## src/rtl/reg_alu_datapath_pkg.sv

```systemverilog
// Shared constants for the 16-bit multi-cycle CPU datapath: ALU operation
// codes and the CPU opcode map that the control FSM decodes.
package reg_alu_datapath_pkg;

  // ALU operation select (alu_op)
  localparam logic [2:0] ALU_ADD = 3'd0;
  localparam logic [2:0] ALU_SUB = 3'd1;
  localparam logic [2:0] ALU_MUL = 3'd2;
  localparam logic [2:0] ALU_DIV = 3'd3;
  localparam logic [2:0] ALU_AND = 3'd4;
  localparam logic [2:0] ALU_OR  = 3'd5;
  localparam logic [2:0] ALU_XOR = 3'd6;
  localparam logic [2:0] ALU_NOT = 3'd7;

  // CPU instruction opcodes (4-bit field of the instruction register)
  localparam logic [3:0] OP_MOV  = 4'd0;
  localparam logic [3:0] OP_ADD  = 4'd1;
  localparam logic [3:0] OP_SUB  = 4'd2;
  localparam logic [3:0] OP_MUL  = 4'd3;
  localparam logic [3:0] OP_DIV  = 4'd4;
  localparam logic [3:0] OP_IN   = 4'd7;
  localparam logic [3:0] OP_OUT  = 4'd8;
  localparam logic [3:0] OP_STOP = 4'd15;

  // Arithmetic opcodes map onto the ALU as opcode[2:0]-1 (ADD..DIV -> 0..3).
  function automatic logic [2:0] opcode_to_alu_op(input logic [3:0] opcode);
    logic [2:0] low;
    low = opcode[2:0];
    return low - 3'd1;
  endfunction

endpackage

```

## src/rtl/reg_alu_datapath_alu_core.sv

```systemverilog
// Combinational unsigned ALU. Every result is truncated to W bits; divide by
// zero returns all-ones so the CPU sees a defined value instead of X.
module alu_core
  import reg_alu_datapath_pkg::*;
#(
  parameter int W = 16
) (
  input  logic [2:0]   op_i,
  input  logic [W-1:0] a_i,
  input  logic [W-1:0] b_i,
  output logic [W-1:0] f_o
);

  // Operation decode; products and sums are evaluated at W bits so the
  // carry / high half is dropped naturally.
  always_comb begin
    f_o = '0;
    case (op_i)
      ALU_ADD: f_o = a_i + b_i;
      ALU_SUB: f_o = a_i - b_i;
      ALU_MUL: f_o = a_i * b_i;
      ALU_DIV: f_o = (b_i == '0) ? '1 : (a_i / b_i);
      ALU_AND: f_o = a_i & b_i;
      ALU_OR:  f_o = a_i | b_i;
      ALU_XOR: f_o = a_i ^ b_i;
      ALU_NOT: f_o = ~a_i;
      default: f_o = '0;
    endcase
  end

endmodule

```

## src/rtl/reg_alu_datapath_gp_register.sv

```systemverilog
// General-purpose register used for ACC/PC/SP/IR. One action per clock edge
// with fixed priority clear > load > inc > dec > shift right > shift left;
// with no control asserted the value holds.
module gp_register #(
  parameter int W = 16
) (
  input  logic         clk,
  input  logic         rst_n,
  input  logic         cl_i,
  input  logic         ld_i,
  input  logic [W-1:0] d_i,
  input  logic         inc_i,
  input  logic         dec_i,
  input  logic         sr_i,
  input  logic         ir_i,
  input  logic         sl_i,
  input  logic         il_i,
  output logic [W-1:0] q_o
);

  logic [W-1:0] q_q;
  logic [W-1:0] q_d;

  // Next-value selection in priority order; inc/dec wrap modulo 2^W.
  always_comb begin
    q_d = q_q;
    if (cl_i)       q_d = '0;
    else if (ld_i)  q_d = d_i;
    else if (inc_i) q_d = q_q + 1'b1;
    else if (dec_i) q_d = q_q - 1'b1;
    else if (sr_i)  q_d = {ir_i, q_q[W-1:1]};
    else if (sl_i)  q_d = {q_q[W-2:0], il_i};
  end

  // State register; reset clears immediately, independent of clk.
  always_ff @(posedge clk or negedge rst_n) begin
    if (!rst_n) q_q <= '0;
    else        q_q <= q_d;
  end

  assign q_o = q_q;

endmodule

```

## src/rtl/reg_alu_datapath.sv

```systemverilog
// Datapath slice: one general-purpose register plus a combinational ALU.
// The only glue here is the load-source mux, which lets the register take
// the ALU result in the same cycle (acc <= acc op mem).
module reg_alu_datapath
  import reg_alu_datapath_pkg::*;
#(
  parameter int DATA_WIDTH = 16
) (
  input  logic                  clk,
  input  logic                  rst_n,
  input  logic                  cl,
  input  logic                  ld,
  input  logic                  ld_sel,
  input  logic                  inc,
  input  logic                  dec,
  input  logic                  sr,
  input  logic                  ir,
  input  logic                  sl,
  input  logic                  il,
  input  logic [DATA_WIDTH-1:0] in,
  input  logic [2:0]            alu_op,
  input  logic [DATA_WIDTH-1:0] alu_a,
  input  logic [DATA_WIDTH-1:0] alu_b,
  output logic [DATA_WIDTH-1:0] out,
  output logic [DATA_WIDTH-1:0] alu_f
);

  logic [DATA_WIDTH-1:0] ld_data;

  alu_core #(.W(DATA_WIDTH)) u_alu (
    .op_i (alu_op),
    .a_i  (alu_a),
    .b_i  (alu_b),
    .f_o  (alu_f)
  );

  // Load source: external bus or the ALU result of this cycle.
  always_comb begin
    ld_data = ld_sel ? alu_f : in;
  end

  gp_register #(.W(DATA_WIDTH)) u_reg (
    .clk   (clk),
    .rst_n (rst_n),
    .cl_i  (cl),
    .ld_i  (ld),
    .d_i   (ld_data),
    .inc_i (inc),
    .dec_i (dec),
    .sr_i  (sr),
    .ir_i  (ir),
    .sl_i  (sl),
    .il_i  (il),
    .q_o   (out)
  );

endmodule

```

## config.mk

```make
export PLATFORM = sky130hd
export DESIGN_NAME = reg_alu_datapath
export DESIGN_NICKNAME = d
export VERILOG_FILES = /design/src/rtl/reg_alu_datapath_pkg.sv /design/src/rtl/reg_alu_datapath_alu_core.sv /design/src/rtl/reg_alu_datapath_gp_register.sv /design/src/rtl/reg_alu_datapath.sv
export SDC_FILE = /design/constraint.sdc
export NUM_CORES = 1
export LEC_CHECK = 0
export CAP_MARGIN = 10
export CORE_ASPECT_RATIO = 1.25
export CORE_MARGIN = 2
export CORE_UTILIZATION = 64
export DETAILED_ROUTE_END_ITERATION = 12
export PLACE_DENSITY = 0.84
export SLEW_MARGIN = 10
export SYNTH_ARGS = -nofsm -noshare
export SYNTH_HDL_FRONTEND = slang
export SYNTH_SLANG_ARGS = --single-unit
```

## constraint.sdc

```tcl
create_clock -name clk -period 58.2 [get_ports clk]
set_clock_uncertainty 0.15 [all_clocks]
set_input_delay 11.64 -clock clk [delete_from_list [all_inputs] [get_ports clk]]
set_output_delay 11.64 -clock clk [all_outputs]
set_load 0.03 [all_outputs]
```

==> results of run 1 <==
[layer usage]
layer  part of all wire, %  track usage, %
met5                     0               0
met4                   7.6            26.8
met1                    37            50.9
met2                    45            72.0
met3                    10            6.90
[Yosys cell counts, types with 15 or more instances]
cell type  count
or2_2         19
and2_1        16
nand4_1       19
xnor2_1       89
mux2_2        21
xor2_1        44
nor2b_1       18
o21ai_0      101
nand3_1       42
ha_1         238
fa_1          81
nand2_1      208
a211oi_1      34
dfrtp_1       16
a21oi_1      134
and3_1        26
nor3_1        57
a31oi_1       31
mux2i_1       35
or3_1         19
a21o_1        35
a21boi_0      20
o21a_1        47
clkbuf_1      86
nor4_1        15
o211ai_1      36
nor2_1       202
inv_1        177
[power groups by stage]
| stage | Clock [mW] | Combinational, mW | Sequential, mW |
|---|---|---|---|
| 5_1_grt | 0.0156 | 0.412 | 0.0164 |
| 3_3_place_gp | 0 | 0.355 | 0.0161 |
| 3_5_place_dp | 0 | 0.365 | 0.0161 |
| 4_1_cts | 0.0149 | 0.368 | 0.0160 |
| 2_1_floorplan | 0 | 0.265 | 0.0162 |
| 6_report | 0.0151 | 0.375 | 0.0161 |
[area by class of cell]
type / instances / area (um^2) / share of cell area, %
multi-input combinational: 1802 / 13800 / 83.8
timing repair buffer: 121 / 1140 / 6.93
inverter: 181 / 679 / 4.12
sequential: 16 / 400 / 2.43
tap: 292 / 365 / 2.22
clock buffer: 4 / 88.8 / 0.539
[cells in the final DEF (no fill, tap or decap), drive strengths merged, types with 32 or more instances in the layout]
master / instances
o21ai: 108
a21oi: 134
clkdlybuf4s50: 93
nand2: 208
o211ai: 37
nor2: 202
nor3: 59
xnor2: 89
fa: 81
a211oi: 35
a31oi: 32
inv: 178
a21o: 35
nand3: 43
xor2: 44
ha: 238
o21a: 48
mux2i: 35
[worst max-delay path, delay by kind of cell]
kind                     cells  cell delay [ps]
multiplexers                 2              730
AO/OA/AOI/OAI               62            19930
buffers and inverters        6             2520
adder cells (fa/ha/maj)     15             5090
AND/OR/NAND/NOR             20             3760
[worst min-delay path by stage]
| stage | cells past startpoint | to | slack, ps | from |
|---|---|---|---|---|
| 6_report | 2 | u_reg.q_o[15] | 510 | u_reg.q_o[15] |
| 5_1_grt | 2 | u_reg.q_o[15] | 550 | u_reg.q_o[15] |
| 4_1_cts | 2 | u_reg.q_o[15] | 500 | u_reg.q_o[15] |
| 3_5_place_dp | 2 | u_reg.q_o[15] | 490 | u_reg.q_o[15] |
| 3_3_place_gp | 2 | u_reg.q_o[15] | 480 | u_reg.q_o[15] |
| 2_1_floorplan | 2 | u_reg.q_o[15] | 580 | u_reg.q_o[15] |
[cell families after synthesis]
| group | after synthesis | share of synthesized area [%] |
|---|---|---|
| AOI/OAI and AO/OA | 603 | 26.8 |
| xor gates and xnor gates | 134 | 7.77 |
| adders and majority gates | 319 | 30.1 |
| buffers and inverters | 283 | 7.16 |
| DFF | 16 | 2.62 |
| muxes | 59 | 4.28 |
| and+or+nand+nor | 687 | 21.3 |
[metrics by stage]
stage,instance area (um^2),hold slack [ps]
2_1_floorplan,15300,584
3_3_place_gp,16400,482
3_5_place_dp,16400,490
4_1_cts,16500,497
5_1_grt,16500,549
6_report,16500,513
==> impl_metrics.env, run 1 <==
export IMPL_die_area_um2=25100
export IMPL_drt_vias_per_instance=6.90
export IMPL_fmax_ghz=0.0180
export IMPL_clkSlewWorstSetupHoldPaths_ps=50
export IMPL_cp_slowest_cell="o21ai_0"
export IMPL_cts_tree="yes"
export IMPL_hold_viol=0
export IMPL_final_util_pct=69.9
export IMPL_status="finished, final reports clean"
export IMPL_via_count=16700
export IMPL_syn_num_nets=2482
export IMPL_die_height_um=177
export IMPL_avgSynthCellArea_um2=7.27
export IMPL_drv_cap=0
export IMPL_finalMaxSlewViolations=0
export IMPL_synth_edf_count=0
export IMPL_hpwl_mm=43.0
export IMPL_die_x_um=142
export IMPL_fin_setup_tns_ps=0
export IMPL_seq_area_frac_synth_pct=2.62
export IMPL_start_util_pct=64.8
export IMPL_cts_hold_buf=0
export IMPL_synth_top_area_share_pct=19.5
export IMPL_place_inst=2412
export IMPL_synth_area_um2=15300
export IMPL_internal_power_uw=182
export IMPL_rows=63
export IMPL_power_frac_seq_pct=4.0
export IMPL_grt_remaining_overflow=0
export IMPL_cp_max_fo=25
export IMPL_area_delta_synth_final_pct=7.82
export IMPL_instances_no_fill=2416
export IMPL_worstReg2RegEnd="u_reg.q_o[10]"
export IMPL_drive_gt1_share_pct=5.27
export IMPL_grt_pass1_wl_mm=84.9
export IMPL_preCtsSetupSlack_ps=3170
export IMPL_netlist_instances=2101
export IMPL_comb_power_share_pct=92.3
export IMPL_p_sw_share_pct=55.1
export IMPL_r2r_start="u_reg.q_o[0]"
export IMPL_powerDensity_nw_per_um2=24.6
export IMPL_critPathLaunchType="input pin"
export IMPL_yosys_area_top_type="ha_1"
export IMPL_cts_num_sinks=16
export IMPL_rsz0062_at_grt="false"
export IMPL_worstSkewPairLatency_ps=250
export IMPL_htree_levels=1
export IMPL_setup_slack_ps=2690
export IMPL_clk_path_buf_depth=2
export IMPL_drt_iter0_drc=1324
export IMPL_ir_drop_mv=0.0211
export IMPL_switchingPower_uw=224
export IMPL_async_flop_share_pct=100
export IMPL_postCtsSetupBuffers=0
export IMPL_crit_top_cell="ha_1"
export IMPL_r2r_setup_slack_ps=55010
export IMPL_antenna_violating_nets_post_route=0
export IMPL_yosys_warnings=0
export IMPL_ys_seq_elements=16
export IMPL_wire_per_inst_um=22.8
export IMPL_cp_startpoint="alu_b[2]"
export IMPL_hp_class="register to register"
export IMPL_setup_viol=0
export IMPL_antenna_cells=0
export IMPL_cp_end_kind="output port"
export IMPL_cts_buffers=3
export IMPL_clock_power_share_pct=3.7
export IMPL_final_nets=2506
export IMPL_relSlewSlack_pct=17.5
export IMPL_worstMarginPinSlew_ps=1230
export IMPL_boundaryPins=94
export IMPL_num_fill_cells=2037
export IMPL_period_share_pct=95.4
export IMPL_grt_max_degree=46
export IMPL_drc=0
export IMPL_root_buffer="clkbuf_16"
export IMPL_fin_crit_ps=55510
export IMPL_core_um2=23600
export IMPL_routed_wl_mm=55.1
export IMPL_grt_pass1_vias=16100
export IMPL_rr_worst_depth=11
export IMPL_cpPeakStageDelay_ps=950
export IMPL_finalPower_uw=406
export IMPL_firstDrtPassIters=9
export IMPL_crit_required_ps=46410
export IMPL_largest_reg_flops=16
export IMPL_cts_repair_resized=0
export IMPL_crit_type="input pin to output port"
export IMPL_critical_path_arrival_ps=43720
export IMPL_synth_ff_type="dfrtp_1"
export IMPL_grt_usage_pct=42.8
export IMPL_synthTopCellsByArea="ha_1 19%, fa_1 11%, nand2_1 5.1%"
export IMPL_antenna_found_initial=0
export IMPL_place_gp_congestion=1.06
export IMPL_p_leak_nw=7.53
export IMPL_ys_types=97
export IMPL_port_buffers=93
export IMPL_cp_endpoint="alu_f[0]"
No activity file was read; power rests on OpenSTA's default activity.
==> inputs of run 2 (changes only) <==
--- a/config.mk
+++ b/config.mk
@@ -11,6 +11,7 @@
 export CORE_UTILIZATION = 64
 export DETAILED_ROUTE_END_ITERATION = 12
 export PLACE_DENSITY = 0.84
+export SETUP_SLACK_MARGIN = 0.05
 export SLEW_MARGIN = 10
 export SYNTH_ARGS = -nofsm -noshare
 export SYNTH_HDL_FRONTEND = slang
==> results of run 2 <==
The final DEF is identical to that of run 1; final timing and power are the same.
